===== config.mk =====
export PLATFORM = sky130hd
export DESIGN_NAME = pc_sequencer
export DESIGN_NICKNAME = d
export VERILOG_FILES = /design/src/rtl/pc_sequencer_pkg.sv /design/src/rtl/pc_sequencer_target_mux.sv /design/src/rtl/pc_sequencer.sv
export SDC_FILE = /design/constraint.sdc
export NUM_CORES = 1
export LEC_CHECK = 0
export CAP_MARGIN = 15
export CORE_ASPECT_RATIO = 1.4
export CORE_MARGIN = 3
export CORE_UTILIZATION = 47
export DETAILED_ROUTE_END_ITERATION = 10
export PLACE_DENSITY = 0.88
export SLEW_MARGIN = 20
export SYNTH_ARGS = -nofsm -noshare
export SYNTH_HDL_FRONTEND = slang
export SYNTH_HIERARCHICAL = 1
export SYNTH_SLANG_ARGS = --single-unit

===== constraint.sdc =====
create_clock -name clk -period 5.6 [get_ports clk]
set_clock_uncertainty 0.1 [all_clocks]
set_input_delay 1.12 -clock clk [delete_from_list [all_inputs] [get_ports clk]]
set_output_delay 1.12 -clock clk [all_outputs]
set_load 0.005 [all_outputs]

===== src/rtl/pc_sequencer_pkg.sv =====
// Shared encodings for the fetch PC sequencer: FSM state codes, next-PC
// select codes, and the opcode/funct values used to recognise j/jal/jr.
package pc_sequencer_pkg;

    typedef enum logic [1:0] {
        PCS_RUN     = 2'b00,
        PCS_JR_WAIT = 2'b01,
        PCS_HALT    = 2'b10
    } pcs_state_e;

    typedef enum logic [2:0] {
        NPC_SEQ  = 3'd0,
        NPC_BR   = 3'd1,
        NPC_J    = 3'd2,
        NPC_JR   = 3'd3,
        NPC_HOLD = 3'd4
    } npc_sel_e;

    localparam logic [5:0] OP_SPECIAL = 6'h00;
    localparam logic [5:0] OP_J       = 6'h02;
    localparam logic [5:0] OP_JAL     = 6'h03;
    localparam logic [5:0] FN_JR      = 6'h08;

    function automatic logic is_jump(input logic [5:0] op);
        return (op == OP_J) || (op == OP_JAL);
    endfunction

    function automatic logic is_jr(input logic [5:0] op, input logic [5:0] fn);
        return (op == OP_SPECIAL) && (fn == FN_JR);
    endfunction

endpackage


===== src/rtl/pc_sequencer_target_mux.sv =====
// pc_target_mux: combinational choice of the next fetch PC from an NPC_* code.
// The j/jal region nibble is taken from pc_id+4, so only the carry out of
// bits [27:2] matters; the byte offset of pc_id never affects the target.
module pc_target_mux
    import pc_sequencer_pkg::*;
(
    input  npc_sel_e    sel_i,
    input  logic [31:0] pc_i,
    input  logic [31:2] pc_id_i,
    input  logic [25:0] jidx_i,
    input  logic [31:0] rs_data_i,
    input  logic [31:0] br_target_i,
    output logic [31:0] npc_o
);

    logic [3:0] j_region;

    assign j_region = pc_id_i[31:28] + {3'b000, &pc_id_i[27:2]};

    // Select the next PC; all additions wrap modulo 2^32.
    always_comb begin
        npc_o = pc_i + 32'd4;
        case (sel_i)
            NPC_SEQ:  npc_o = pc_i + 32'd4;
            NPC_BR:   npc_o = br_target_i;
            NPC_J:    npc_o = {j_region, jidx_i, 2'b00};
            NPC_JR:   npc_o = rs_data_i;
            NPC_HOLD: npc_o = pc_i;
            default:  npc_o = pc_i + 32'd4;
        endcase
    end

endmodule


===== src/rtl/pc_sequencer.sv =====
// pc_sequencer: owns the fetch PC and the PC of the instruction in IF/ID,
// arbitrates EX branch / ID jump / ID jr redirects, load-use holds and halt,
// and drives the IF/ID stall/flush and ID/EX bubble controls.
// Optional feature macro: PC_PERF_CNT_EN (saturating stall/flush counters).
module pc_sequencer
    import pc_sequencer_pkg::*;
#(
    parameter logic [31:0] RESET_PC    = 32'h0000_3000,
    parameter int unsigned JR_WAIT_MAX = 4
) (
    input  logic        clk,
    input  logic        rst,
    input  logic [31:0] ir_id,
    input  logic [31:0] rs_data,
    input  logic        rs_ready,
    input  logic        load_use_stall,
    input  logic        ex_br_taken,
    input  logic [31:0] ex_br_target,
    input  logic        halt_req,
    input  logic        resume,
    output logic [31:0] pc,
    output logic [31:0] pc_id,
    output logic        if_id_stall,
    output logic        if_id_flush,
    output logic        id_ex_bubble,
    output logic        redirect,
    output logic        err_jr_timeout,
    output logic [31:0] stall_cnt,
    output logic [31:0] flush_cnt
);

    localparam logic [3:0] JR_LAST = 4'(JR_WAIT_MAX - 1);

    pcs_state_e  state_q, state_d;
    logic [31:0] pc_q, pc_d;
    logic [31:0] pc_id_q, pc_id_d;
    logic [3:0]  jr_cnt_q, jr_cnt_d;
    npc_sel_e    npc_sel;
    logic [31:0] npc;
    logic        stall_c, flush_c, bubble_c, redirect_c, err_c;
    logic        id_jump, id_jr;

    assign id_jump = is_jump(ir_id[31:26]);
    assign id_jr   = is_jr(ir_id[31:26], ir_id[5:0]);

    pc_target_mux u_target_mux (
        .sel_i       (npc_sel),
        .pc_i        (pc_q),
        .pc_id_i     (pc_id_q[31:2]),
        .jidx_i      (ir_id[25:0]),
        .rs_data_i   (rs_data),
        .br_target_i (ex_br_target),
        .npc_o       (npc)
    );

    // Priority arbitration: EX branch > HALT > load-use > j/jal > jr > sequential.
    always_comb begin
        state_d    = state_q;
        jr_cnt_d   = jr_cnt_q;
        npc_sel    = NPC_SEQ;
        stall_c    = 1'b0;
        flush_c    = 1'b0;
        bubble_c   = 1'b0;
        redirect_c = 1'b0;
        err_c      = 1'b0;

        if (ex_br_taken) begin
            npc_sel    = NPC_BR;
            flush_c    = 1'b1;
            bubble_c   = 1'b1;
            redirect_c = 1'b1;
            state_d    = PCS_RUN;
            jr_cnt_d   = '0;
        end else if (state_q == PCS_HALT) begin
            npc_sel  = NPC_HOLD;
            stall_c  = 1'b1;
            bubble_c = 1'b1;
            if (resume) begin
                state_d = PCS_RUN;
            end
        end else if (load_use_stall) begin
            // Hold everything, including any jr wait count in progress.
            npc_sel  = NPC_HOLD;
            stall_c  = 1'b1;
            bubble_c = 1'b1;
        end else if (id_jump) begin
            npc_sel    = NPC_J;
            flush_c    = 1'b1;
            redirect_c = 1'b1;
            state_d    = PCS_RUN;
            jr_cnt_d   = '0;
        end else if (id_jr && rs_ready) begin
            npc_sel    = NPC_JR;
            flush_c    = 1'b1;
            redirect_c = 1'b1;
            state_d    = PCS_RUN;
            jr_cnt_d   = '0;
        end else if (id_jr) begin
            npc_sel  = NPC_HOLD;
            stall_c  = 1'b1;
            bubble_c = 1'b1;
            state_d  = PCS_JR_WAIT;
            if (jr_cnt_q == JR_LAST) begin
                err_c    = 1'b1;
                jr_cnt_d = '0;
            end else begin
                jr_cnt_d = jr_cnt_q + 4'd1;
            end
        end else begin
            npc_sel  = NPC_SEQ;
            state_d  = PCS_RUN;
            jr_cnt_d = '0;
        end

        // A halt request is ignored in any cycle that redirects the PC.
        if (halt_req && !redirect_c && (state_q != PCS_HALT)) begin
            state_d  = PCS_HALT;
            jr_cnt_d = '0;
        end

        pc_d = npc;
        case (npc_sel)
            NPC_SEQ:  pc_id_d = pc_q;
            NPC_HOLD: pc_id_d = pc_id_q;
            default:  pc_id_d = npc;
        endcase
    end

    // FSM state, fetch PC, ID-stage PC and jr wait counter.
    always_ff @(posedge clk or posedge rst) begin
        if (rst) begin
            state_q  <= PCS_RUN;
            pc_q     <= RESET_PC;
            pc_id_q  <= RESET_PC;
            jr_cnt_q <= '0;
        end else begin
            state_q  <= state_d;
            pc_q     <= pc_d;
            pc_id_q  <= pc_id_d;
            jr_cnt_q <= jr_cnt_d;
        end
    end

    assign pc             = pc_q;
    assign pc_id          = pc_id_q;
    assign if_id_stall    = stall_c & ~rst;
    assign if_id_flush    = flush_c & ~rst;
    assign id_ex_bubble   = bubble_c & ~rst;
    assign redirect       = redirect_c & ~rst;
    assign err_jr_timeout = err_c & ~rst;

`ifdef PC_PERF_CNT_EN
    logic [31:0] stall_cnt_q, flush_cnt_q;

    // Saturating event counters for stalled and flushed cycles.
    always_ff @(posedge clk or posedge rst) begin
        if (rst) begin
            stall_cnt_q <= '0;
            flush_cnt_q <= '0;
        end else begin
            if (if_id_stall && (stall_cnt_q != 32'hFFFF_FFFF)) begin
                stall_cnt_q <= stall_cnt_q + 32'd1;
            end
            if (if_id_flush && (flush_cnt_q != 32'hFFFF_FFFF)) begin
                flush_cnt_q <= flush_cnt_q + 32'd1;
            end
        end
    end

    assign stall_cnt = stall_cnt_q;
    assign flush_cnt = flush_cnt_q;
`else
    assign stall_cnt = 32'h0;
    assign flush_cnt = 32'h0;
`endif

endmodule

==> flow_summary.rst <==
.. list-table::
   :header-rows: 1

   * - Metric
     - Value
   * - Number of standard cells in the final layout excluding fillers
     - approximately 900
   * - Leakage power summed over all cells
     - approximately 2.8 nW
   * - Pwr Total
     - roughly 2.1 mW
   * - Cell count after synthesis
     - about 600
   * - Post-cts gate resize count
     - 0
   * - Total number of nets in the final design
     - about 870
   * - Synth async-reset ratio
     - 1.00
   * - Global Route met3 Usage
     - 0.0427
   * - Final setup violation count
     - 0
   * - Area share of the largest cell type after synthesis
     - 0.301
   * - Global-route track usage on met2
     - 0.523
   * - Arrival time worst endpoint
     - between 3 and 4 ns
   * - Final Hold Viols
     - 0
   * - Most common cell in the synthesized netlist
     - sky130_fd_sc_hd__buf_4
   * - Total clock sinks
     - 70
   * - Crit Reg-Reg Startpoint
     - state_q[1]
   * - Part of the Yosys area used for sequential elements
     - 0.320
   * - Total number of yosys warnings
     - 6
   * - Unrepaired setup endpoints after global routing
     - no
   * - Headroom to the max-slew limit
     - 0.462
   * - Antenna Cells
     - 0
   * - Drt drc
     - 0
   * - Synthesized area
     - approximately 0.0055 mm²
   * - Placeable core region
     - approximately 0.011 mm²
   * - Fraction of met1 tracks used by global routing
     - 0.351
   * - Achievable Freq
     - 212 MHz
   * - Path type of the worst setup path
     - input port to output pin
   * - Number of cell rows
     - 46
   * - Synth-to-Final Area Change
     - 35.3%
   * - Detailed router's first-iteration violation count
     - a little over 500
   * - Cell variety after synth
     - 76
   * - Post-route fraction of the period consumed by the critical path
     - 0.842
   * - Fillers
     - 960
   * - Share of cells above drive strength 1
     - 0.0849
   * - Nature of the critical path endpoint
     - output pin
   * - Global placement routability congestion
     - 0.946
   * - Total instance count after detailed placement
     - 894
   * - Post-detailed-routing wire length
     - around 20 mm
   * - CP Launch Point
     - ir_id[5]
   * - Largest cells by area after synthesis
     - sky130_fd_sc_hd__dfrtp_1 30%, sky130_fd_sc_hd__buf_4 9.2%, sky130_fd_sc_hd__mux2i_1 4.6%
   * - Number of buffers created by CTS
     - 9
   * - Final period demand of the worst path
     - between 4 and 5 ns
   * - Maximum fanout along the worst path
     - 11
   * - Worst Max-Slew Pin Slew
     - between 0.8 and 0.9 ns
   * - Detailed-placement wirelength estimate
     - about 15 mm
   * - Boundary pin count
     - 236
   * - CTS Buffer Depth
     - 2
   * - Class of the tightest hold or removal check
     - flip-flop to flip-flop
   * - Via count of the first global-routing pass
     - around 5700
   * - H-tree levels
     - 3
   * - Commonest cells post-synth
     - 67 x sky130_fd_sc_hd__buf_4, 66 x sky130_fd_sc_hd__dfrtp_1, 27 x sky130_fd_sc_hd__nand2_1, 27 x sky130_fd_sc_hd__o21ai_0
   * - Vias per Instance
     - approximately 6.4
   * - Setup Fix Bufs, Post-CTS
     - 0
   * - First-pass detailed-route iteration total
     - 5
   * - Die extent in y
     - 134 µm
   * - Most Used Layer, Global Route
     - met2
   * - Data required time at the worst endpoint
     - 4.38 ns
   * - Sum of negative setup slack
     - 0 ns
   * - Per-instance average area after synthesis
     - 9.09 µm²
   * - First-pass GRT wire length
     - approximately 31 mm
   * - Count of hold buffers inserted by post-cts repair
     - 0
   * - Skew-Pair Late Insertion Delay
     - 0.34 ns
   * - Worst hold slack
     - 0.424 ns
   * - Remaining global-route overflow
     - 0
   * - Fin. max-slew vios
     - 0
   * - Post-route ant nets
     - 0
   * - Setup crit start kind
     - input port
   * - Routed wire per std cell
     - around 22 µm
   * - Maximum Capacitance Violations
     - 0
   * - Die Width
     - around 97 µm
   * - DIE AREA
     - 0.0130 mm²
   * - CTS Root Cell
     - sky130_fd_sc_hd__clkbuf_16
   * - TritonCTS clock tree
     - yes
   * - Cell taking the most area after synthesis
     - sky130_fd_sc_hd__dfrtp_1
   * - Clock transition time at the flip-flop clock pins of the worst setup and hold paths
     - 0.05 ns
   * - Power per unit of standard cell area
     - around 280 mW/mm²
   * - Prevailing post-synth register cell
     - sky130_fd_sc_hd__dfrtp_1
   * - Input/output buffers
     - between 150 and 200
   * - Post-synth EDFFs
     - 0
   * - Hold Path Origin
     - pc_id[0]
   * - Total Routing Usage GR
     - 0.297
   * - Worst IR drop on VDD
     - approximately 0.16 mV
   * - Maximum number of pins on one net before global-route repair
     - 38
   * - Via count of the routed design
     - approximately 5800
   * - Starting utilization of the core area
     - 0.482
   * - Post-synthesis register bit count
     - 70
   * - Number of antenna violations at the first check in global routing
     - 0
   * - Status
     - complete, no violations
## worst max-delay path, stage by stage
cell                              delay, ns
sky130_fd_sc_hd__clkdlybuf4s50_1       0.48
sky130_fd_sc_hd__nor4b_4               0.57
sky130_fd_sc_hd__and4_1                0.51
sky130_fd_sc_hd__o21ai_4               0.18
sky130_fd_sc_hd__nor2_1                0.12
sky130_fd_sc_hd__clkdlybuf4s50_1       0.50
## registers in the layout (all words and copies together), names as in the netlist
name	cells
pc_id	32
state_q	2
pc	32
jr_cnt_q	4
## per-layer routing
layer  share of wire  vias to the layer above
met5               0                        -
met4           0.037                        0
met3           0.091                       65
met2            0.51                      446
met1            0.36                     2779
li1                -                     2514
## through the flow
stage	util	instance area [µm²]	setup WS, ns
detailed placement	0.621	7070	0.724
finish	0.652	7430	0.887
CTS	0.652	7420	0.903
floorplan	-	5730	1.53
global route	0.652	7430	0.810
global placement	0.621	7070	0.770
## cell families after synthesis
group,after synthesis,share of synthesized area
compound gates,185,0.249
simple gates,171,0.188
buf+inv,118,0.135
flops,70,0.320
mux,29,0.0558
xor+xnor,22,0.0351
fa+ha+maj,8,0.0166
other cells,1,0.000683
## worst paths after layout
check | to | slack, ns | cells after the start
min in group asynchronous | pc_id[22] | 1.25 | 2
min | pc_id[0] | 0.42 | 1
min reg2reg | pc_id[0] | 0.42 | 1
max reg2reg | pc_id[28] | 1.91 | 11
max | if_id_stall | 0.89 | 6
max in group asynchronous | pc_id[13] | 3.15 | 3
## cell usage in the layout (no fill, tap or decap), types with 9 or more instances in the layout
master / instances
sky130_fd_sc_hd__a211oi_1: 19
sky130_fd_sc_hd__a21oi_1: 19
sky130_fd_sc_hd__a221o_1: 20
sky130_fd_sc_hd__a22oi_1: 9
sky130_fd_sc_hd__a31oi_1: 13
sky130_fd_sc_hd__and2_1: 10
sky130_fd_sc_hd__buf_4: 17
sky130_fd_sc_hd__clkbuf_16: 9
sky130_fd_sc_hd__clkdlybuf4s50_1: 171
sky130_fd_sc_hd__conb_1: 64
sky130_fd_sc_hd__dfrtp_1: 66
sky130_fd_sc_hd__inv_1: 9
sky130_fd_sc_hd__mux2i_1: 25
sky130_fd_sc_hd__nand2_1: 27
sky130_fd_sc_hd__nand3_1: 14
sky130_fd_sc_hd__nand4_1: 15
sky130_fd_sc_hd__nor2_1: 25
sky130_fd_sc_hd__nor3_1: 14
sky130_fd_sc_hd__nor3b_1: 21
sky130_fd_sc_hd__o2111ai_1: 9
sky130_fd_sc_hd__o211ai_1: 13
sky130_fd_sc_hd__o21ai_0: 27
sky130_fd_sc_hd__o22a_1: 10
sky130_fd_sc_hd__o22ai_1: 14
sky130_fd_sc_hd__xnor2_1: 11
sky130_fd_sc_hd__xor2_1: 11
## power by group
group          switching (mW)  internal [mW]
Combinational           0.284          0.359
Sequential              0.141          0.597
Clock                   0.213          0.460
## final cells by class
type | instances | area, µm² | share of cell area
clock inverter | 3 | 90.1 | 0.0121
timing repair buffer | 188 | 1840 | 0.247
tap | 144 | 180 | 0.0242
sequential | 70 | 1760 | 0.236
clock buffer | 13 | 260 | 0.0350
multi-input combinational | 479 | 3250 | 0.438
inverter | 13 | 51.3 | 0.00690
Note: power is estimated with default switching activity, not from simulation.
